**src/rtl/race_screen_sequencer_if.sv**
```systemverilog
// race_screen_sequencer_if
// Purpose: groups the control, position and screen-enable signals exchanged
//   between the race screen sequencer and the rest of the LED racer.
// Signals:
//   start_btn    - debounced one-cycle start request
//   frame_start  - one-cycle pulse at the start of each LED frame
//   *_pos        - player positions, $clog2(MAX_POS) bits each
//   menu_en/game_en/end_en - one-hot screen enables
//   race_active  - player position counters may advance
//   pos_clear    - one-cycle pulse clearing all player positions
//   winner       - one-hot winner, bit order {yellow, blue, red, green}
// Modports: master drives the requests/positions, slave is the sequencer.
interface race_screen_sequencer_if #(
  parameter int MAX_POS = 109
);
  localparam int POS_W = $clog2(MAX_POS);

  logic             start_btn;
  logic             frame_start;
  logic [POS_W-1:0] red_pos;
  logic [POS_W-1:0] blue_pos;
  logic [POS_W-1:0] green_pos;
  logic [POS_W-1:0] yellow_pos;
  logic             menu_en;
  logic             game_en;
  logic             end_en;
  logic             race_active;
  logic             pos_clear;
  logic [3:0]       winner;

  modport master (
    output start_btn, frame_start, red_pos, blue_pos, green_pos, yellow_pos,
    input  menu_en, game_en, end_en, race_active, pos_clear, winner
  );

  modport slave (
    input  start_btn, frame_start, red_pos, blue_pos, green_pos, yellow_pos,
    output menu_en, game_en, end_en, race_active, pos_clear, winner
  );
endinterface

```
**src/rtl/race_screen_sequencer.sv**
```systemverilog
// race_screen_sequencer
// Purpose: top-level screen controller for the LED racer. Sequences the strip
//   through menu, race and end screens, latches the first player to reach the
//   last LED, and only changes screens on LED frame boundaries.
// Ports:
//   clk    - system clock
//   rst_n  - synchronous reset, active low
//   bus    - race_screen_sequencer_if slave modport (requests, positions,
//            screen enables, race_active, pos_clear, winner)
// Parameters:
//   MAX_POS         - number of LEDs; finish position is MAX_POS-1
//   END_HOLD_FRAMES - frames the end screen is held (>= 1)
module race_screen_sequencer #(
  parameter int MAX_POS         = 109,
  parameter int END_HOLD_FRAMES = 120
) (
  input logic                   clk,
  input logic                   rst_n,
  race_screen_sequencer_if.slave bus
);
  localparam int POS_W  = $clog2(MAX_POS);
  localparam int HOLD_W = $clog2(END_HOLD_FRAMES + 1);
  localparam logic [POS_W-1:0]  LAST_POS  = POS_W'(MAX_POS - 1);
  localparam logic [HOLD_W-1:0] HOLD_LAST = HOLD_W'(END_HOLD_FRAMES - 1);

  typedef enum logic [2:0] {
    ST_MENU,
    ST_ARMED,
    ST_GAME,
    ST_FINISHED,
    ST_END
  } state_t;

  state_t            state;
  logic              menu_en;
  logic              game_en;
  logic              end_en;
  logic              race_active;
  logic              pos_clear;
  logic [3:0]        winner;
  logic [HOLD_W-1:0] hold_cnt;
  logic [3:0]        finish_hit;

  // Priority encode the finishers: green > red > blue > yellow. Only an exact
  // match counts, so out-of-range positions never register as a finish.
  always_comb begin
    finish_hit = 4'b0000;
    if (bus.green_pos == LAST_POS)       finish_hit = 4'b0001;
    else if (bus.red_pos == LAST_POS)    finish_hit = 4'b0010;
    else if (bus.blue_pos == LAST_POS)   finish_hit = 4'b0100;
    else if (bus.yellow_pos == LAST_POS) finish_hit = 4'b1000;
  end

  // Screen FSM with registered outputs. Every transition into or out of a
  // screen is qualified by frame_start so a frame never spans two screens.
  always_ff @(posedge clk) begin
    if (!rst_n) begin
      state       <= ST_MENU;
      menu_en     <= 1'b1;
      game_en     <= 1'b0;
      end_en      <= 1'b0;
      race_active <= 1'b0;
      pos_clear   <= 1'b0;
      winner      <= 4'b0000;
      hold_cnt    <= '0;
    end else begin
      pos_clear <= 1'b0;
      case (state)
        ST_MENU: begin
          if (bus.start_btn) begin
            if (bus.frame_start) begin
              state       <= ST_GAME;
              menu_en     <= 1'b0;
              game_en     <= 1'b1;
              race_active <= 1'b1;
              pos_clear   <= 1'b1;
            end else begin
              state <= ST_ARMED;
            end
          end
        end
        ST_ARMED: begin
          if (bus.frame_start) begin
            state       <= ST_GAME;
            menu_en     <= 1'b0;
            game_en     <= 1'b1;
            race_active <= 1'b1;
            pos_clear   <= 1'b1;
          end
        end
        ST_GAME: begin
          if (finish_hit != 4'b0000) begin
            winner      <= finish_hit;
            race_active <= 1'b0;
            if (bus.frame_start) begin
              // Finish on a frame boundary skips FINISHED entirely.
              state    <= ST_END;
              game_en  <= 1'b0;
              end_en   <= 1'b1;
              hold_cnt <= '0;
            end else begin
              state <= ST_FINISHED;
            end
          end
        end
        ST_FINISHED: begin
          if (bus.frame_start) begin
            state    <= ST_END;
            game_en  <= 1'b0;
            end_en   <= 1'b1;
            hold_cnt <= '0;
          end
        end
        ST_END: begin
          if (bus.frame_start) begin
            if (hold_cnt == HOLD_LAST) begin
              state    <= ST_MENU;
              end_en   <= 1'b0;
              menu_en  <= 1'b1;
              winner   <= 4'b0000;
              hold_cnt <= '0;
            end else begin
              hold_cnt <= hold_cnt + HOLD_W'(1);
            end
          end
        end
        default: begin
          state       <= ST_MENU;
          menu_en     <= 1'b1;
          game_en     <= 1'b0;
          end_en      <= 1'b0;
          race_active <= 1'b0;
          winner      <= 4'b0000;
          hold_cnt    <= '0;
        end
      endcase
    end
  end

  assign bus.menu_en     = menu_en;
  assign bus.game_en     = game_en;
  assign bus.end_en      = end_en;
  assign bus.race_active = race_active;
  assign bus.pos_clear   = pos_clear;
  assign bus.winner      = winner;
endmodule

```
**src/flat_wrapper.sv**
```systemverilog
// flat-port wrapper written by rule: the top's interface ports become plain ports
module race_screen_sequencer_flat 
#(
  parameter int MAX_POS         = 109,
  parameter int END_HOLD_FRAMES = 120
)
  (clk, rst_n, bus_start_btn, bus_frame_start, bus_red_pos, bus_blue_pos, bus_green_pos, bus_yellow_pos, bus_menu_en, bus_game_en, bus_end_en, bus_race_active, bus_pos_clear, bus_winner);
  race_screen_sequencer_if #(.MAX_POS(MAX_POS)) bus_i ();
  input logic clk;
  input logic rst_n;
  input wire logic [$bits(bus_i.start_btn)-1:0] bus_start_btn;
  input wire logic [$bits(bus_i.frame_start)-1:0] bus_frame_start;
  input wire logic [$bits(bus_i.red_pos)-1:0] bus_red_pos;
  input wire logic [$bits(bus_i.blue_pos)-1:0] bus_blue_pos;
  input wire logic [$bits(bus_i.green_pos)-1:0] bus_green_pos;
  input wire logic [$bits(bus_i.yellow_pos)-1:0] bus_yellow_pos;
  output wire logic [$bits(bus_i.menu_en)-1:0] bus_menu_en;
  output wire logic [$bits(bus_i.game_en)-1:0] bus_game_en;
  output wire logic [$bits(bus_i.end_en)-1:0] bus_end_en;
  output wire logic [$bits(bus_i.race_active)-1:0] bus_race_active;
  output wire logic [$bits(bus_i.pos_clear)-1:0] bus_pos_clear;
  output wire logic [$bits(bus_i.winner)-1:0] bus_winner;
  assign bus_i.start_btn = bus_start_btn;
  assign bus_i.frame_start = bus_frame_start;
  assign bus_i.red_pos = bus_red_pos;
  assign bus_i.blue_pos = bus_blue_pos;
  assign bus_i.green_pos = bus_green_pos;
  assign bus_i.yellow_pos = bus_yellow_pos;
  assign bus_menu_en = bus_i.menu_en;
  assign bus_game_en = bus_i.game_en;
  assign bus_end_en = bus_i.end_en;
  assign bus_race_active = bus_i.race_active;
  assign bus_pos_clear = bus_i.pos_clear;
  assign bus_winner = bus_i.winner;
  race_screen_sequencer #(.MAX_POS(MAX_POS), .END_HOLD_FRAMES(END_HOLD_FRAMES)) u_core (.clk(clk), .rst_n(rst_n), .bus(bus_i));
endmodule
```
**config.mk**
```make
export PLATFORM = sky130hd
export DESIGN_NAME = race_screen_sequencer_flat
export DESIGN_NICKNAME = d
export VERILOG_FILES = /design/src/rtl/race_screen_sequencer_if.sv /design/src/rtl/race_screen_sequencer.sv /design/src/flat_wrapper.sv
export SDC_FILE = /design/constraint.sdc
export NUM_CORES = 1
export LEC_CHECK = 0
export ABC_AREA = 1
export CAP_MARGIN = 20
export CORE_AREA = 2 2 54 56
export CTS_CLUSTER_DIAMETER = 40
export DETAILED_ROUTE_END_ITERATION = 7
export DIE_AREA = 0 0 56 58
export HOLD_SLACK_MARGIN = 0.12
export PLACE_DENSITY = 0.91
export SLEW_MARGIN = 20
export SYNTH_ARGS = -nofsm -noshare
export SYNTH_HDL_FRONTEND = slang
export SYNTH_SLANG_ARGS = --single-unit
```
**constraint.sdc**
```tcl
create_clock -name clk -period 3.4 [get_ports clk]
set_clock_uncertainty 0.05 [all_clocks]
set_input_delay 0.85 -clock clk [delete_from_list [all_inputs] [get_ports clk]]
set_output_delay 0.85 -clock clk [all_outputs]
set_load 0.05 [all_outputs]
```
==> out/qor.csv, run 1 <==
stage,metric,value,unit
outcome,status,completed,
placed_design,portBuffers,40,
timing,worst_pin_slew,0.508,ns
cts,cts_sinks,19,
min_path,min_path_type,reg2reg,
final_layout,area_growth,36.4,%
final_layout,num_antenna_cells,0,
cts,post_cts_buffers,0,
setup_path,path_max_fanout,3,
detailed_routing,drc_errors,0,
job,maxCapViolCount,0,
logic_synthesis,synth_nets,223,
timing,finalHoldViolations,0,
pwr,switching_power,0.470,mW
die,io_pins,41,
pwr,power.internal,0.517,mW
setup_path,cp.required,2.50,ns
die,coreArea,2660,um2
placed_design,place_area,1640,um2
logic_synthesis,synthesis.area,1220,um2
pwr,p_seq_frac,0.323,
cts,cts_made_buffers,3,
setup_path,slowest_delay,0.81,ns
timing,slew_headroom,0.660,
global_route,first_global_vias,1247,
die,dieArea,3250,um2
detailed_routing,wirelength,2800,um
global_route,grt_max_degree,15,
global_route,grt_pass1_wl,5000,um
cts,clk_pin_slew_worst_paths,0.10,ns
placed_design,gp_congestion,0.919,
timing,setup_violations,0,
cts,cts_resized,0,
logic_synthesis,syn_inst,190,
final_layout,fin_area,1660,um2
logic_synthesis,ys_ff_latch,19,
detailed_routing,drtPass1Iterations,4,
timing,rsz0062_at_grt,false,
cts,clkLatencyLatePin,0.30,ns
final_layout,fin_nets,265,
setup_path,cp.buffers_inverters,1,
logic_synthesis,yosysUniqueCellTypes,28,
global_route,globalRouteOverflowTotal,0,
setup_path,cp.arrival,1.47,ns
placed_design,dp_hpwl,2230,um
final_layout,seq_area,380,um2
pwr,swShare,0.476,
cts,cts_buffer_depth,2,
pwr,cellPowerDensity,594,nW/um2
cts,hold_buffers,0,
pwr,pwr-share-clk,0.115,
setup_path,cp-end-kind,primary output,
cts,cts_root_buffer,clkbuf_4,
final_layout,drive_gt1_frac,0.113,
logic_synthesis,seq_area_frac_synth,0.312,
die,die_w,56,um
timing,min_period,2.37,ns
detailed_routing,wire_per_inst,10.7,um
pwr,power.share.combinational,0.562,
detailed_routing,vias,1304,
setup_path,critPathTopFamily,buffers and inverters,
pwr,ir_worst_vdd,0.440,mV
die,initial_core_util,0.458,
setup_path,setup.worst_path.class,reg2out,
cts,cts.htree.levels,1,
pwr,p_leak,0.686,nW
final_layout,fill_cells,244,
timing,fin_crit_sh,0.697,
final_layout,most-common-layout-cells,"clkdlybuf4s50_1 (40), nand2_1 (34), nor2_1 (31)",
setup_path,cp-start-kind,register,
die,die_y,58,um
detailed_routing,via_per_inst,4.98,
final_layout,layout_commonest_cell,clkdlybuf4s50_1,
timing,fin_tns_setup,0,ns
setup_path,worst_path_max_delay_cell,clkdlybuf4s50_1,
global_route,grt.total_usage,0.189,
die,rows,19,
detailed_routing,detail-route-antenna-nets,0,
final_layout,multi_input_area,688,um2
detailed_routing,first_iter_violations,63,
global_route,antenna_found_initial,0,
logic_synthesis,syn_avg_cell_area,6.41,um2
timing,max_freq,0.422,GHz
cts,cts_tree,yes,
setup_path,worstPathCellList,clkdlybuf4s50_1,
logic_synthesis,yosys_warnings,0,
timing,slew_viol_final,0,
## registers in the layout (all words and copies together), names as in the netlist
signal / count
u_core.bus.menu_en: 1
u_core.hold_cnt: 7
u_core.bus.winner: 4
u_core.bus.race_active: 1
u_core.bus.game_en: 1
u_core.state: 3
u_core.bus.pos_clear: 1
u_core.bus.end_en: 1
## worst min-delay path: cells and delay by family (launching register included)
kind	cells	cell delay (ns)
AOI/OAI and AO/OA	1	0.05
buffers and inverters	1	0.04
DFF	1	0.32
## cells by family (layout without fill, tap and decap cells)
group,after synthesis,in the layout,synth area share
xor+xnor,1,1,0.00719
flops,19,19,0.312
simple gates,111,111,0.451
compound gates,22,22,0.0965
buf+inv,36,77,0.123
fa+ha+maj,1,1,0.0103
## final cells by class
class | instances | share of cell area
clock buffer | 4 | 0.0158
inverter | 32 | 0.0730
multi-input combinational | 135 | 0.414
sequential | 19 | 0.229
tap | 31 | 0.0233
timing repair buffer | 41 | 0.245
## power by group through the flow
stage          logic (mW)  clock network [mW]  registers, mW
6_report            0.555               0.114          0.319
5_1_grt             0.622               0.128          0.324
3_5_place_dp        0.549                   0          0.323
2_1_floorplan       0.361                   0          0.384
3_3_place_gp        0.541                   0          0.323
4_1_cts             0.552               0.117          0.318
## cells in the mapped netlist (all sizes together)
cell type	number	area, um2
a2111oi	1	8.76
nor2	36	158
clkinv	3	12.5
a21oi	12	60.1
o21ai	9	48.8
nand3b	1	7.51
nand3	23	148
buf	4	28.8
nand2	37	151
inv	29	109
nand4	8	50.1
nor3	6	35.0
ha	1	12.5
dfxtp	19	380
xnor2	1	8.76
## through the flow
| step | total power, mW | util | hold slack (ns) | setup slack [ns] | std cells |
|---|---|---|---|---|---|
| final | 0.987 | 0.625 | 0.399 | 1.03 | 262 |
| after global routing | 1.07 | 0.625 | 0.444 | 0.980 | 262 |
| after CTS | 0.987 | 0.625 | 0.405 | 1.02 | 262 |
| after detailed placement | 0.872 | 0.615 | 0.389 | 0.891 | 258 |
| after global placement | 0.864 | 0.615 | 0.384 | 0.940 | 258 |
| after floorplan | 0.744 | - | 0.416 | 1.51 | 190 |
## worst paths after layout
path,start,endpoint,slack [ns],cells past startpoint
setup / recovery,u_core.bus.game_en,bus_game_en,1.03,1
hold / removal,u_core.bus.end_en,u_core.bus.end_en,0.40,2
setup reg to reg,u_core.hold_cnt[0],u_core.bus.menu_en,1.65,8
hold reg to reg,u_core.bus.end_en,u_core.bus.end_en,0.40,2
## routing by layer
metal  wire length (um)  share of wire  vias up  global-route usage
li1                   -              -      692                   -
met1               1210           0.43      573               0.215
met2               1440           0.51       35               0.363
met3                123          0.044        4              0.0156
met4                 31          0.011        0              0.0748
met5                  0              0        -                   0
Power figures use the tool's default switching activity.
==> inputs of run 2 (changes only) <==
Settings changed: CORE_AREA 2 2 54 56 to 2 2 56 58, DIE_AREA 0 0 56 58 to 0 0 58 60, PLACE_DENSITY 0.91 to 0.85.
Clock period 3.4 ns to 2.45 ns, I/O delays scaled along.
==> out/qor.csv, run 2 (same netlist as run 1, synthesis figures left out) <==
stage,metric,value,unit
pwr,p_leak,0.691,nW
global_route,global_route.usage.met3,0.0303,
final_layout,fin_nets,266,
cts,cts_made_buffers,3,
placed_design,pre_cts_ws,0.189,ns
cts,cts_sinks,19,
pwr,power.share.combinational,0.559,
timing,fin_crit_sh,0.879,
setup_path,setup.worst_path.class,reg2out,
setup_path,path_max_fanout,3,
cts,cts.htree.levels,1,
final_layout,num_antenna_cells,0,
placed_design,portBuffers,40,
global_route,grt_max_degree,15,
pwr,cellPowerDensity,825,nW/um2
global_route,globalRouteOverflowTotal,0,
timing,rsz0062_at_grt,false,
cts,cts_resized,0,
final_layout,layout_commonest_cell,clkdlybuf4s50_1,
global_route,antenna_found_initial,0,
timing,setup_ws,0.298,ns
timing,min_period,2.15,ns
detailed_routing,wire_per_inst,11.0,um
cts,clk_pin_slew_worst_paths,0.11,ns
global_route,gr-usage-met2,0.321,
detailed_routing,via_per_inst,4.90,
setup_path,cp.buffers_inverters,1,
placed_design,place_area,1650,um2
pwr,swShare,0.479,
pwr,pwr-share-clk,0.119,
setup_path,cp.required,1.79,ns
cts,cts_buffer_depth,2,
setup_path,slowest_delay,0.81,ns
global_route,busiest_layer,met2,
final_layout,fill_cells,274,
final_layout,largest_registers,"u_core.hold_cnt (7), u_core.bus.winner (4), u_core.state (3)",
timing,slew_viol_final,0,
final_layout,largest_reg_flops,7,
final_layout,drive_gt1_frac,0.116,
global_route,use_met1,0.218,
job,maxCapViolCount,0,
timing,fin_tns_setup,0,ns
cts,hold_buffers,0,
setup_path,worst_path_max_delay_cell,clkdlybuf4s50_1,
die,die_y,60,um
cts,post_cts_buffers,0,
die,die_w,58,um
setup_path,cp-start-kind,register,
pwr,p_seq_frac,0.322,
setup_path,critPathTopFamily,buffers and inverters,
global_route,grt_pass1_wl,4970,um
placed_design,dp_hpwl,2290,um
cts,cts_tree,yes,
placed_design,gp_congestion,0.910,
die,io_pins,41,
detailed_routing,drc_errors,0,
pwr,power.internal,0.719,mW
die,coreArea,2900,um2
final_layout,most-common-layout-cells,"clkdlybuf4s50_1 (40), nand2_1 (34), nor2_1 (31)",
setup_path,cp-end-kind,primary output,
detailed_routing,drtPass1Iterations,4,
timing,max_freq,0.465,GHz
die,rows,20,
pwr,switching_power,0.661,mW
final_layout,largest-register,u_core.hold_cnt,
detailed_routing,first_iter_violations,42,
timing,setup_violations,0,
cts,clkLatencyLatePin,0.30,ns
pwr,ir_worst_vdd,0.617,mV
global_route,grt.total_usage,0.185,
detailed_routing,wirelength,2910,um
setup_path,cp.arrival,1.49,ns
detailed_routing,detail-route-antenna-nets,0,
outcome,status,completed,
final_layout,area_growth,37.3,%
global_route,first_global_vias,1184,
setup_path,worstPathCellList,clkdlybuf4s50_1,
timing,finalHoldViolations,0,
timing,slew_headroom,0.644,
timing,hold_ws,0.398,ns
detailed_routing,vias,1298,
die,dieArea,3480,um2
min_path,min_path_type,reg2reg,
final_layout,fin_area,1670,um2
cts,cts_root_buffer,clkbuf_4,
die,initial_core_util,0.420,
timing,worst_pin_slew,0.532,ns
[run 2: path summary, 6_finish.rpt]
path,start,to,slack [ns],cells past startpoint
min reg2reg,u_core.bus.end_en,u_core.bus.end_en,0.40,2
max reg2reg,u_core.hold_cnt[0],u_core.bus.menu_en,0.71,8
max,u_core.bus.game_en,bus_game_en,0.30,1
min,u_core.bus.end_en,u_core.bus.end_en,0.40,2
[run 2: area by class of cell]
class	instances	area [um2]	area share
Inverter	32	121	0.0726
Timing Repair Buffer	42	415	0.248
Tap cell	33	41.3	0.0247
Multi-Input combinational cell	135	688	0.411
Clock buffer	4	26.3	0.0157
Sequential cell	19	380	0.227
[run 2: layer usage]
layer	vias to the layer above	part of all wire
met3	4	0.040
met2	31	0.49
li1	691	-
met4	0	0.020
met1	572	0.45
met5	-	0
[run 2: stage by stage]
step | std cells | power [mW] | utilization
after CTS | 265 | 1.38 | 0.576
after detailed placement | 261 | 1.22 | 0.567
after floorplan | 190 | 1.03 | -
after global placement | 261 | 1.20 | 0.567
final | 265 | 1.38 | 0.576
after global routing | 265 | 1.49 | 0.576
[run 2: tightest hold or removal path, delay by kind of cell (launching register included)]
kind / cells / cell delay [ns]
compound gates: 1 / 0.05
buf+inv: 1 / 0.04
flops: 1 / 0.32
[run 2: power by group through the flow]
stage               clock network (mW)  logic, mW  registers, mW
finish                           0.164      0.771          0.445
global route                     0.183      0.857          0.452
CTS                              0.163      0.769          0.444
detailed placement                   0      0.765          0.451
global placement                     0      0.755          0.450
floorplan                            0      0.501          0.532
